File: src/rtl/ocp_burst_wr_master.sv
// OCP-style burst-write initiator: latches base address and length on start, then
// streams upstream words to the slave as incrementing write requests.
module ocp_burst_wr_master #(
   parameter int unsigned AddrWidth = 8,
   parameter int unsigned DataWidth = 8,
   parameter int unsigned LenWidth  = 4
) (
   input  logic                 clk,
   input  logic                 rst,
   input  logic                 start,
   input  logic [AddrWidth-1:0] addr_in,
   input  logic [LenWidth-1:0]  len_in,
   input  logic [DataWidth-1:0] wr_data,
   input  logic                 wr_valid,
   output logic                 wr_ready,
   output logic [2:0]           MCmd,
   output logic [AddrWidth-1:0] MAddr,
   output logic [DataWidth-1:0] MData,
   output logic [LenWidth:0]    MBurstLength,
   output logic                 MReqLast,
   input  logic                 SCmdAccept,
   output logic                 busy,
   output logic                 done
);

   localparam int unsigned BlWidth = LenWidth + 1;
   localparam logic [2:0]  CmdIdle = 3'b000;
   localparam logic [2:0]  CmdWr   = 3'b001;

   typedef enum logic [1:0] {
      S_IDLE  = 2'd0,
      S_FETCH = 2'd1,
      S_SEND  = 2'd2
   } state_t;

   state_t                r_state,     w_state_nxt;
   logic [2:0]            r_cmd,       w_cmd_nxt;
   logic [AddrWidth-1:0]  r_maddr,     w_maddr_nxt;
   logic [DataWidth-1:0]  r_mdata,     w_mdata_nxt;
   logic [BlWidth-1:0]    r_blen,      w_blen_nxt;
   logic                  r_last,      w_last_nxt;
   logic                  r_busy,      w_busy_nxt;
   logic                  r_done,      w_done_nxt;
   logic [AddrWidth-1:0]  r_cur_addr,  w_cur_addr_nxt;
   logic [LenWidth-1:0]   r_remaining, w_remaining_nxt;
   logic                  w_ready;
   logic [AddrWidth-1:0]  w_addr_inc;
   logic [LenWidth-1:0]   w_rem_dec;

   assign w_addr_inc = r_cur_addr + AddrWidth'(1);
   assign w_rem_dec  = r_remaining - LenWidth'(1);

   // State and registered request outputs
   always_ff @(posedge clk) begin
      if (rst) begin
         r_state     <= S_IDLE;
         r_cmd       <= CmdIdle;
         r_maddr     <= '0;
         r_mdata     <= '0;
         r_blen      <= '0;
         r_last      <= 1'b0;
         r_busy      <= 1'b0;
         r_done      <= 1'b0;
         r_cur_addr  <= '0;
         r_remaining <= '0;
      end else begin
         r_state     <= w_state_nxt;
         r_cmd       <= w_cmd_nxt;
         r_maddr     <= w_maddr_nxt;
         r_mdata     <= w_mdata_nxt;
         r_blen      <= w_blen_nxt;
         r_last      <= w_last_nxt;
         r_busy      <= w_busy_nxt;
         r_done      <= w_done_nxt;
         r_cur_addr  <= w_cur_addr_nxt;
         r_remaining <= w_remaining_nxt;
      end
   end

   // Next-state and next-output decode
   always_comb begin
      w_state_nxt     = r_state;
      w_cmd_nxt       = r_cmd;
      w_maddr_nxt     = r_maddr;
      w_mdata_nxt     = r_mdata;
      w_blen_nxt      = r_blen;
      w_last_nxt      = r_last;
      w_busy_nxt      = r_busy;
      w_done_nxt      = 1'b0;
      w_cur_addr_nxt  = r_cur_addr;
      w_remaining_nxt = r_remaining;
      w_ready         = 1'b0;

      case (r_state)
         S_IDLE: begin
            w_cmd_nxt = CmdIdle;
            if (start) begin
               w_cur_addr_nxt  = addr_in;
               w_remaining_nxt = len_in;
               w_blen_nxt      = BlWidth'(len_in) + BlWidth'(1);
               w_busy_nxt      = 1'b1;
               w_state_nxt     = S_FETCH;
            end
         end

         S_FETCH: begin
            w_ready   = 1'b1;
            w_cmd_nxt = CmdIdle;
            if (wr_valid) begin
               w_mdata_nxt = wr_data;
               w_maddr_nxt = r_cur_addr;
               w_cmd_nxt   = CmdWr;
               w_last_nxt  = (r_remaining == '0);
               w_state_nxt = S_SEND;
            end
         end

         S_SEND: begin
            if (SCmdAccept) begin
               if (r_remaining != '0) begin
                  // Accepted a non-final word: advance and optionally chain the next one
                  w_ready         = 1'b1;
                  w_cur_addr_nxt  = w_addr_inc;
                  w_remaining_nxt = w_rem_dec;
                  if (wr_valid) begin
                     w_mdata_nxt = wr_data;
                     w_maddr_nxt = w_addr_inc;
                     w_cmd_nxt   = CmdWr;
                     w_last_nxt  = (w_rem_dec == '0);
                  end else begin
                     w_cmd_nxt   = CmdIdle;
                     w_state_nxt = S_FETCH;
                  end
               end else begin
                  w_cmd_nxt   = CmdIdle;
                  w_last_nxt  = 1'b0;
                  w_busy_nxt  = 1'b0;
                  w_done_nxt  = 1'b1;
                  w_state_nxt = S_IDLE;
               end
            end
         end

         default: begin
            w_state_nxt = S_IDLE;
            w_cmd_nxt   = CmdIdle;
         end
      endcase
   end

   assign wr_ready     = w_ready;
   assign MCmd         = r_cmd;
   assign MAddr        = r_maddr;
   assign MData        = r_mdata;
   assign MBurstLength = r_blen;
   assign MReqLast     = r_last;
   assign busy         = r_busy;
   assign done         = r_done;

endmodule

File: config.mk
export PLATFORM = sky130hd
export DESIGN_NAME = ocp_burst_wr_master
export DESIGN_NICKNAME = d
export VERILOG_FILES = /design/src/rtl/ocp_burst_wr_master.sv
export SDC_FILE = /design/constraint.sdc
export NUM_CORES = 1
export LEC_CHECK = 0
export CAP_MARGIN = 20
export CORE_ASPECT_RATIO = 0.7
export CORE_MARGIN = 5
export CORE_UTILIZATION = 49
export CTS_CLUSTER_SIZE = 24
export DETAILED_ROUTE_END_ITERATION = 8
export PLACE_DENSITY_LB_ADDON = 0.25
export SKIP_LAST_GASP = 1
export SYNTH_ARGS = -nofsm -noshare
export SYNTH_HDL_FRONTEND = slang
export SYNTH_SLANG_ARGS = --single-unit
File: constraint.sdc
create_clock -name clk -period 2.7 [get_ports clk]
set_input_delay 0.54 -clock clk [delete_from_list [all_inputs] [get_ports clk]]
set_output_delay 0.54 -clock clk [all_outputs]
set_load 0.02 [all_outputs]
After elaboration in Yosys (flattened, before gate mapping). Index checks and enable logic that the tools add are counted.

Register bits after elaboration: 41. Bits of input ports: 25. Output and inout bits: 28. Word-level logic and storage cells: 79.

Add/subtract/negate cells: 3. Eq/ne operators: 10. Muxes and demuxes: 40. Bitwise gates (word level): 2. Reductions and logical operators: 14.

Operators by type and width (number): $mux W8 (10); $pmux W8 S2 (3); $reduce_and A4 Y1 (4); $mux W4 (3); $ne A2 B2 Y1 const B (6); $mux W1 (11); $mux W2 (5); $add A8 B1 Y8 const B (1); $logic_not A4 Y1 (2); $pmux W4 S2 (1); $mux W3 (2); $ne A3 B3 Y1 const B (2); $pmux W1 S2 (3); $pmux W2 S3 (1); $pmux W3 S2 (1); $add A4 B1 Y5 const B (1); $reduce_and A5 Y1 (1); $reduce_bool A2 Y1 (2); $reduce_bool A4 Y1 (1); $sub A4 B1 Y4 const B (1); $reduce_and A3 Y1 (1); $reduce_or A3 Y1 (1); $eq A2 B1 Y1 const B (1); $eq A2 B2 Y1 const B (1); other kinds (3) (4).

Logic depth before layout (Yosys ltp). Gate-level depths: netlist (run 1).

Depth after elaboration: 6. Depth in mapped cells: 8.

Worst setup path after synthesis (run 1). Ideal clock, no wire load.

Path kind: reg-to-output. From: reg r_state[0]. To: out wr_ready. Arrival: 1539 ps. Required time: 2160 ps. Setup slack: 621 ps. Cell stages (with the launch flop): 8. Path through: dfxtp_1 inv_1 ha_1 buf_2 clkbuf_1 nand2_1 o21ai_0 and2_1.

Cells in the longest elaborated chain, start to end: 2.

RTL lines: start: declaration (line 36) `state_t r_state, w_state_nxt;`; start signal: assignment (line 67) `r_state <= w_state_nxt;`; $eq A2 B2 Y1 or $eq A2 B1 Y1 (tied branches) (line 94) `case (r_state)`; $pmux W1 S2 (*) (line 94); end: declaration (line 15) `output logic wr_ready,`.

Every way passes the cells marked *; elsewhere a longest branch is shown, timed or not.

Worst setup path after layout (run 1).
From: reg r_remaining[0]. To: out wr_ready.

Cells in the longest elaborated chain, start to end: 4.

RTL lines: start: declaration (line 45) `logic [LenWidth-1:0] r_remaining, w_remaining_nxt;`; start signal: assignment (line 76) `r_remaining <= w_remaining_nxt;`; $reduce_bool A4 Y1 (line 120) `if (r_remaining != '0) begin`; $mux W1 (line 120); $mux W1 (line 119) `if (SCmdAccept) begin`; $pmux W1 S2 (line 94).

No other way between the ends.

==> results of run 1 <==
[worst max-delay path by stage]
stage                   start       end  slack [ps]  cells past startpoint
6_report       r_remaining[0]  wr_ready         280                      6
5_1_grt        r_remaining[1]  wr_ready         170                      6
4_1_cts        r_remaining[0]  wr_ready         270                      6
3_5_place_dp       SCmdAccept  wr_ready         170                      5
3_3_place_gp       SCmdAccept  wr_ready         140                      5
2_1_floorplan      r_state[0]  wr_ready         620                      7
[report_power, final]
group	total (mW)	switching (mW)	internal [mW]
clock network	0.402	0.202	0.201
logic	1.13	0.603	0.526
registers	0.850	0.134	0.716
[cells in the mapped netlist (all sizes together) (3+ instances only)]
master	number
xor2	4
nand4	5
nor3	3
a21oi	18
nand3	8
a311oi	4
nor3b	3
or4	3
o22ai	6
o21ai	10
nor2	27
clkbuf	9
buf	7
nand2b	5
ha	9
inv	11
o211ai	3
nand2	15
xnor2	5
mux2i	12
a211oi	13
dfxtp	39
[area by class of cell]
type                       instances  area, um^2  share of cell area
sequential                        39         781               0.288
inverter                          11        41.3              0.0152
clock inverter                     1        5.00             0.00184
clock buffer                       6        82.6              0.0304
tap                               52        65.1              0.0240
timing repair buffer              57         552               0.203
multi-input combinational        180        1190               0.438
[sequential cells by signal, summed over array words and instances, names as in the netlist]
name / flops
MBurstLength: 5
MReqLast: 1
r_state: 2
MCmd: 1
r_cur_addr: 8
busy: 1
MAddr: 8
done: 1
r_remaining: 4
MData: 8
[worst max-delay path: stages (launching register included)]
cell and delay (ps):
dfxtp_1 400, inv_1 100, ha_1 270, nor3b_2 190
o21ai_0 160, and2_1 150, dlygate4sd2_1 330
[cells by family after synthesis]
family	Yosys count	synth area share
AND/OR/NAND/NOR	83	0.211
AO/OA/AOI/OAI	64	0.202
flip-flops	39	0.375
buffers and inverters	27	0.0547
multiplexers	13	0.0632
adder cells (fa/ha/maj)	9	0.0542
XOR/XNOR	9	0.0379
other	1	0.00180
[timing repair]
action,in CTS,in global routing
setup endpoints to repair,1,0
endpoints found under the hold margin,0,0
hold buffers,0,0
gates resized for setup,1,0
[per-stage QoR]
stage / utilization / hold slack (ps) / cells
after global routing: 0.676 / 487 / 346
after floorplan: - / 487 / 246
after global placement: 0.654 / 450 / 339
final: 0.676 / 466 / 346
after CTS: 0.676 / 465 / 346
after detailed placement: 0.654 / 455 / 339
[layer usage]
layer,track usage,vias up,part of all wire
met5,0,-,0
met3,0.0608,4,0.083
met2,0.271,63,0.42
met1,0.244,874,0.49
met4,0.0421,0,0.0070
li1,-,976,-
==> out/metrics.cfg, run 1 <==
[run_status]
status=complete, no violations

[sta]
fin_crit_sh=0.897
fmaxAchievable_ghz=0.413
hold_violations=0
min_period_ps=2420
maxSlewViolCount=0
rsz0062_at_grt=no
finalClockSkew_ps=5.81
worst_slack_ps=278
setup_violations=0
fin_setup_tns_ps=0

[hold_path]
hold_depth=2
hold_end=MBurstLength[1]
hold_class=register to register
worstHoldStart=MBurstLength[1]

[final_layout]
finish.instance_area_um2=2720
final_cell_mix=49 x clkdlybuf4s50_1, 39 x dfxtp_1, 27 x nor2_1
fillCellCount=353
n_antenna_cell=0
drive_gt1_frac=0.0782
final_common_cell=clkdlybuf4s50_1
area_delta_synth_final_pct=30.6
final_nets=328

[clock_tree]
cts-buffers-inserted=5
clk_pin_slew_ps=70
cts-root-buf=clkbuf_8
cts.sinks=39
clockBufferDepth=2
htreeDepth=2
clk_latency_ps=290
cts_tree=yes
post_cts_buffers=0

[critical_path]
reg2reg_depth=8
worstSetupPathType=register to output pin
cp.required_ps=2160
path_max_fanout=7
crit_arrival_ps=1880
rr_endpoint=r_cur_addr[0]
rrSetupSlack_ps=550
start_kind=register
rr_startpoint=r_state[0]
end_kind=output pin

[yosys]
yosys.area.top_type=dfxtp_1
synth_top_flop_cell=dfxtp_1
synthDistinctLibCells=48
ys_seq_area_frac=0.375
async_reset_ff_frac=0
synthDominantCellAreaShare=0.375
syn_area_per_cell_um2=8.49
yosysWarnings=0
synth_area_leaders=dfxtp_1 38%, mux2i_1 5.8%, ha_1 5.4%
synthCells=245
synth_edf_count=0
ys_seq_elements=39
post_synth_instance_area_um2=2080

[grt]
grt_pass1_wl_um=8170
grt_max_degree=43
grt_pass1_vias=1788
antenna_found_initial=0
grtUsageTotal=0.178
grt-ovfl-total=0

[place]
dp_slack_ps=170
dp_hpwl_um=3450
finalWeightedCongestion=0.797
place_area_um2=2630
portBuffers=50

[floorplan]
initial_utilization=0.518
die_h_um=64.5
ios=53
die_x_um=87.9
rows=19
dieArea_um2=5670
design.core.area_um2=4020

[power]
finalPower_mw=2.38
leakagePower_nw=0.961
ir_drop_v=0.000527
p_per_area_nw_per_um2=877

[drt]
ant_nets=0
viasPerCell=5.54
first_pass_iters=4
vias=1917
wl_per_cell_um=14.1
drt_iter0_drc=116
remaining_drc_errors=0
routed_wl_um=4860

[job]
timing.max_cap.violations=0

Power figures use the tool's default switching activity.
==> inputs of run 2 (changes only) <==
--- a/config.mk
+++ b/config.mk
@@ -5,13 +5,14 @@
 export SDC_FILE = /design/constraint.sdc
 export NUM_CORES = 1
 export LEC_CHECK = 0
+export ABC_CLOCK_PERIOD_IN_PS = 2700
 export CAP_MARGIN = 20
 export CORE_ASPECT_RATIO = 0.7
 export CORE_MARGIN = 5
 export CORE_UTILIZATION = 49
 export CTS_CLUSTER_SIZE = 24
 export DETAILED_ROUTE_END_ITERATION = 8
-export PLACE_DENSITY_LB_ADDON = 0.25
+export PLACE_DENSITY = 0.9
 export SKIP_LAST_GASP = 1
 export SYNTH_ARGS = -nofsm -noshare
 export SYNTH_HDL_FRONTEND = slang
==> out/metrics.cfg, run 2 (same netlist as run 1, synthesis figures left out) <==
[run_status]
status=complete, no violations  ; unchanged

[clock_tree]
clk_latency_ps=290  ; about the same
htreeDepth=2  ; unchanged
post_cts_buffers=0  ; unchanged
clockBufferDepth=2  ; unchanged
cts.sinks=39  ; unchanged
cts-buffers-inserted=5  ; unchanged
cts_tree=yes  ; unchanged
clk_pin_slew_ps=80  ; was 70 ps
cts-root-buf=clkbuf_8  ; unchanged
cts_hold_buf=0  ; unchanged

[grt]
grtUsageTotal=0.180  ; was 0.178
antenna_found_initial=0  ; unchanged
grt-ovfl-total=0  ; unchanged
grt_max_degree=43  ; unchanged
grt_pass1_vias=1803  ; was 1,788
grt_pass1_wl_um=8220  ; was 8170 um

[floorplan]
dieArea_um2=5670  ; unchanged
design.core.area_um2=4020  ; unchanged
rows=19  ; unchanged
initial_utilization=0.518  ; unchanged
die_x_um=87.9  ; unchanged
ios=53  ; unchanged
die_h_um=64.5  ; unchanged

[drt]
drt_iter0_drc=180  ; was 116
vias=1918  ; was 1,917
remaining_drc_errors=0  ; unchanged
first_pass_iters=4  ; unchanged
routed_wl_um=4950  ; was 4860 um
ant_nets=0  ; unchanged
wl_per_cell_um=14.3  ; was 14.1 um
viasPerCell=5.54  ; about the same

[critical_path]
cpMaxStageDelayCell=dfxtp_1  ; unchanged
start_kind=register  ; unchanged
critPathTopFamily=buffers and inverters  ; unchanged
end_kind=output pin  ; unchanged
path_buf_inv=2  ; unchanged
worstSetupPathType=register to output pin  ; unchanged
cp.required_ps=2160  ; about the same
crit_chain=inv_1 -> ha_1 -> nor3b_2 -> o21ai_0 -> and2_1 -> dlygate4sd2_1  ; unchanged
path_max_fanout=7  ; unchanged
max_stage_delay_ps=410  ; was 400 ps
crit_arrival_ps=1910  ; was 1880 ps

[power]
leakagePower_nw=0.962  ; was 0.961 nW
ir_drop_v=0.000454  ; was 0.000527 V
p_per_area_nw_per_um2=885  ; was 877 nW/um^2

[hold_path]
hold_class=register to register  ; unchanged

[place]
place_area_um2=2630  ; about the same
dp_slack_ps=147  ; was 170 ps
dp_cells=338  ; was 339
finalWeightedCongestion=0.780  ; was 0.797
dp_hpwl_um=3620  ; was 3450 um
portBuffers=50  ; unchanged

[final_layout]
n_antenna_cell=0  ; unchanged
area_delta_synth_final_pct=31.6  ; was 30.6%
final_common_cell=clkdlybuf4s50_1  ; unchanged
final_nets=327  ; was 328
finish.instance_area_um2=2740  ; was 2720 um^2
drive_gt1_frac=0.0782  ; unchanged
final_cell_mix=49 x clkdlybuf4s50_1, 39 x dfxtp_1, 27 x nor2_1  ; unchanged
fin_cells=346  ; unchanged

[sta]
maxSlewViolCount=0  ; unchanged
finalClockSkew_ps=3.85  ; was 5.81 ps
fmaxAchievable_ghz=0.408  ; was 0.413 GHz
worst_slack_ps=247  ; was 278 ps
setup_violations=0  ; unchanged
fin_setup_tns_ps=0  ; unchanged
fin_crit_sh=0.908  ; was 0.897
hold_violations=0  ; unchanged
rsz0062_at_grt=no  ; unchanged
min_period_ps=2450  ; was 2420 ps

[job]
timing.max_cap.violations=0  ; unchanged

## run 2: worst paths after layout
check | startpoint | end | slack, ps | depth (start not counted)
setup / recovery | r_remaining[0] | wr_ready | 250 | 6
hold reg to reg | MBurstLength[4] | MBurstLength[4] | 470 | 2
hold / removal | MBurstLength[4] | MBurstLength[4] | 470 | 2
setup reg to reg | r_state[0] | r_cur_addr[6] | 540 | 8
## run 2: timing repair
item                                    4_1_cts  5_1_grt
resized for setup                             1        0
hold endpoints to repair                      0        0
endpoints found under the setup margin        1        0
## run 2: worst reg2reg max path: stages, from the launching register on
cell	delay [ps]
dfxtp_1	360
inv_1	100
ha_1	170
buf_4	370
mux2i_1	260
nor3_2	210
buf_4	240
a21oi_1	100
a311oi_1	260
## run 2: layer usage
layer	GRT usage	up-vias	share of wire
met3	0.0646	3	0.095
li1	-	976	-
met5	0	-	0
met1	0.241	878	0.46
met2	0.277	61	0.44
met4	0.0460	0	0.0061
## run 2: layout make-up
cell class,instances,area (um^2)
inverters,11,41.3
well taps,52,65.1
clock buffers,7,96.3
repair buffers,56,557
multi-input cells,180,1190
fillers,340,1280
flip-flops and latches,39,781
clock inverters,1,7.51
## run 2: stage by stage
step                hold WS [ps]  total power, mW  utilization
CTS                          467             2.43        0.681
finish                       466             2.42        0.681
global route                 502             2.60        0.681
floorplan                    487             1.60            -
global placement             445             1.96        0.656
detailed placement           455             2.00        0.656
## run 2: where the power goes
group          switching, mW  leakage, nW  internal (mW)  total [mW]
clock network          0.208       0.0505          0.232       0.440
logic                  0.602        0.592          0.528        1.13
registers              0.137        0.319          0.716       0.852
==> edit (settings of run 2) <==
Make the reset (`rst`) asynchronous in one clocked block.
--- a/src/rtl/ocp_burst_wr_master.sv
+++ b/src/rtl/ocp_burst_wr_master.sv
@@ -51,7 +51,7 @@
    assign w_rem_dec  = r_remaining - LenWidth'(1);
 
    // State and registered request outputs
-   always_ff @(posedge clk) begin
+   always_ff @(posedge clk or posedge rst) begin
       if (rst) begin
          r_state     <= S_IDLE;
          r_cmd       <= CmdIdle;
Behaviour: differs if rst is asserted again (counterexample within 4 cycles, from zero or initial values and one cycle with rst high); with rst held inactive, the same outputs for 4 cycles.
==> edit against run 2 <==
Synthesized cell count decreased by 12%; sequential cell count unchanged; combinational power increased by 77%; worst setup slack got worse by 0.15 ns; wire length increased by 7.7%; maximum frequency decreased by 5.9%; synthesized area increased by 6.4%; cell area increased by 7.0%; power increased by 54%; largest power group unchanged.
==> edit: results (changes against run 2) <==
- Result of the run: completed
- Biggest area contributors in the synthesized netlist: sky130_fd_sc_hd__dfrtp_1 (44%), sky130_fd_sc_hd__mux2_4 (6.1%), sky130_fd_sc_hd__o21ai_0 (5.7%), sky130_fd_sc_hd__mux2_2 (5.6%), sky130_fd_sc_hd__ha_1 (5.1%)
- Initial detailed-routing violation count: 270 (+50%)
- Final weighted congestion in routability-driven placement: 0.851 (+9.1%)
- Total iterations of the first detailed-routing run: 6 (+2)
- Slowest library cell on the worst path: sky130_fd_sc_hd__dfrtp_1
- Clock distribution power: 0.599 mW (+36%)
- Fraction of layout instances using a drive strength above 1: 0.164 (+0.0853)
- Global routing usage on met1: 0.253 (+0.0117)
- Number of buffers added on ports: 50 (unchanged)
- Fin Hold WS: 0.484 ns (+0.0177 ns)
- Crit-path leading delay family: simple AND/OR/NAND/NOR gates
- Cell area after placement: 2760 sq um (+4.9%)
- Tot GR Track Use: 0.184 (+0.00356)
- Worst Hold End: MBurstLength[2]
- Combinational fraction of design power: 0.535 (+0.068)
- Reg-to-reg slack, setup: 0.49 ns (-0.05 ns)
- Maximum fanout along the worst path: 7 (unchanged)
- Sw frac: 0.401 (+0.0104)
- Layout Nets: 302 (-7.6%)
- Cell at the root of the clock tree: sky130_fd_sc_hd__clkbuf_8
- Arrival time of data at the critical path endpoint: 2.07 ns (+0.16 ns)
- Routed len/inst: 16.4 um (+15%)
- Drt via density: 5.79 (+4.5%)
- Destination of the worst register-to-register timing path: MData[1]
- Maximum number of pins on one net before global-route repair: 40 (-7.0%)
- Share of synthesized registers carrying an async set or reset: 1.00 (+1.00)
- First-pass GRT wire length: 8870 um (+7.8%)
- Number of global-route vias before repair: 1787 (-0.89%)
- Startpoint of the worst register-to-register path: r_state[0]
- Leading cell types by count after synthesis: sky130_fd_sc_hd__dfrtp_1 (39), sky130_fd_sc_hd__o21ai_0 (25), sky130_fd_sc_hd__nand2_1 (16)
- Power per cell area: 1280 nW/um^2 (+44%)
- Number of buffers inserted for hold repair after clock tree synthesis: 0 (unchanged)
- Clock network latency to the later pin of the worst-skew pair: 0.30 ns
- Hold wc startpoint: MBurstLength[2]
- Global Route met3 Usage: 0.0626 (-0.00199)
- Met3 routed WL: 542 um (+15%)
- Post-synthesis sequential area ratio: 0.441 (+0.0655)
- Routing usage on met2: 0.269 (-0.00810)
- Unique masters post-synth: 44 (-8.3%)
- Final HPWL from detailed placement: 3650 um (+0.69%)
- Clock buffers created by TritonCTS: 5 (unchanged)
- Leakage: 1.22 nW (+27%)
- Worst clock skew on the final layout: 0.00474 ns (+0.000884 ns)
- Peak VDD IR: 0.838 mV (+85%)
- Metal1 wirelength: 2350 um (+3.5%)
- Worst min path class: reg2reg
- Length of routed met2 wiring: 2380 um (+9.3%)
- Post-Place Worst Slack: 0.0779 ns (-0.0694 ns)
edit: cell count changes after synthesis, sizes merged, moves of 4 or more:
cell    change
a21oi       -5
dfrtp      +39
dfxtp      -39
mux2       +19
a311oi      -4
inv         -4
a211oi     -13
nand3       +4
mux2i      -11
o21ai      +16
nor2       -21
o22ai       -4
edit: timing repair:
item,4_1_cts,5_1_grt
endpoints found under the setup margin,1,1
setup buffers,0,2
gates resized for setup,2,2
edit: cells by family (layout without fill, tap and decap cells):
| family | after synthesis | in the layout | synth area share |
|---|---|---|---|
| other cells | 1 | 2 | 0.00169 |
| buf+inv | 22 | 75 | 0.0548 |
| compound gates | 55 | 55 | 0.153 |
| simple gates | 60 | 60 | 0.146 |
| fa+ha+maj | 9 | 9 | 0.0509 |
| flops | 39 | 39 | 0.441 |
| xor+xnor | 8 | 8 | 0.0317 |
| mux | 21 | 21 | 0.122 |
edit: final cells by class:
| type | count | area [sq um] |
|---|---|---|
| flip-flops and latches | 39 | 976 |
| fillers | 348 | 1430 |
| well taps | 55 | 68.8 |
| repair buffers | 60 | 587 |
| multi-input cells | 155 | 1130 |
| clock buffers | 5 | 68.8 |
| inverters | 7 | 26.3 |
| clock inverters | 3 | 67.6 |
edit: how the worst max path moves through the flow:
stage	from	endpoint	slack, ns	cells past startpoint
2_1_floorplan	r_remaining[0]	MAddr[0]	0.48	8
3_3_place_gp	r_remaining[1]	wr_ready	0.13	6
3_5_place_dp	r_remaining[1]	wr_ready	0.08	6
4_1_cts	r_remaining[1]	wr_ready	0.007	6
5_1_grt	r_remaining[1]	wr_ready	0.009	6
6_report	r_remaining[1]	wr_ready	0.09	6
edit: per-stage QoR:
stage,instances,utilization
3_3_place_gp,314,0.635
4_1_cts,322,0.666
2_1_floorplan,216,-
5_1_grt,324,0.672
6_report,324,0.672
3_5_place_dp,314,0.635
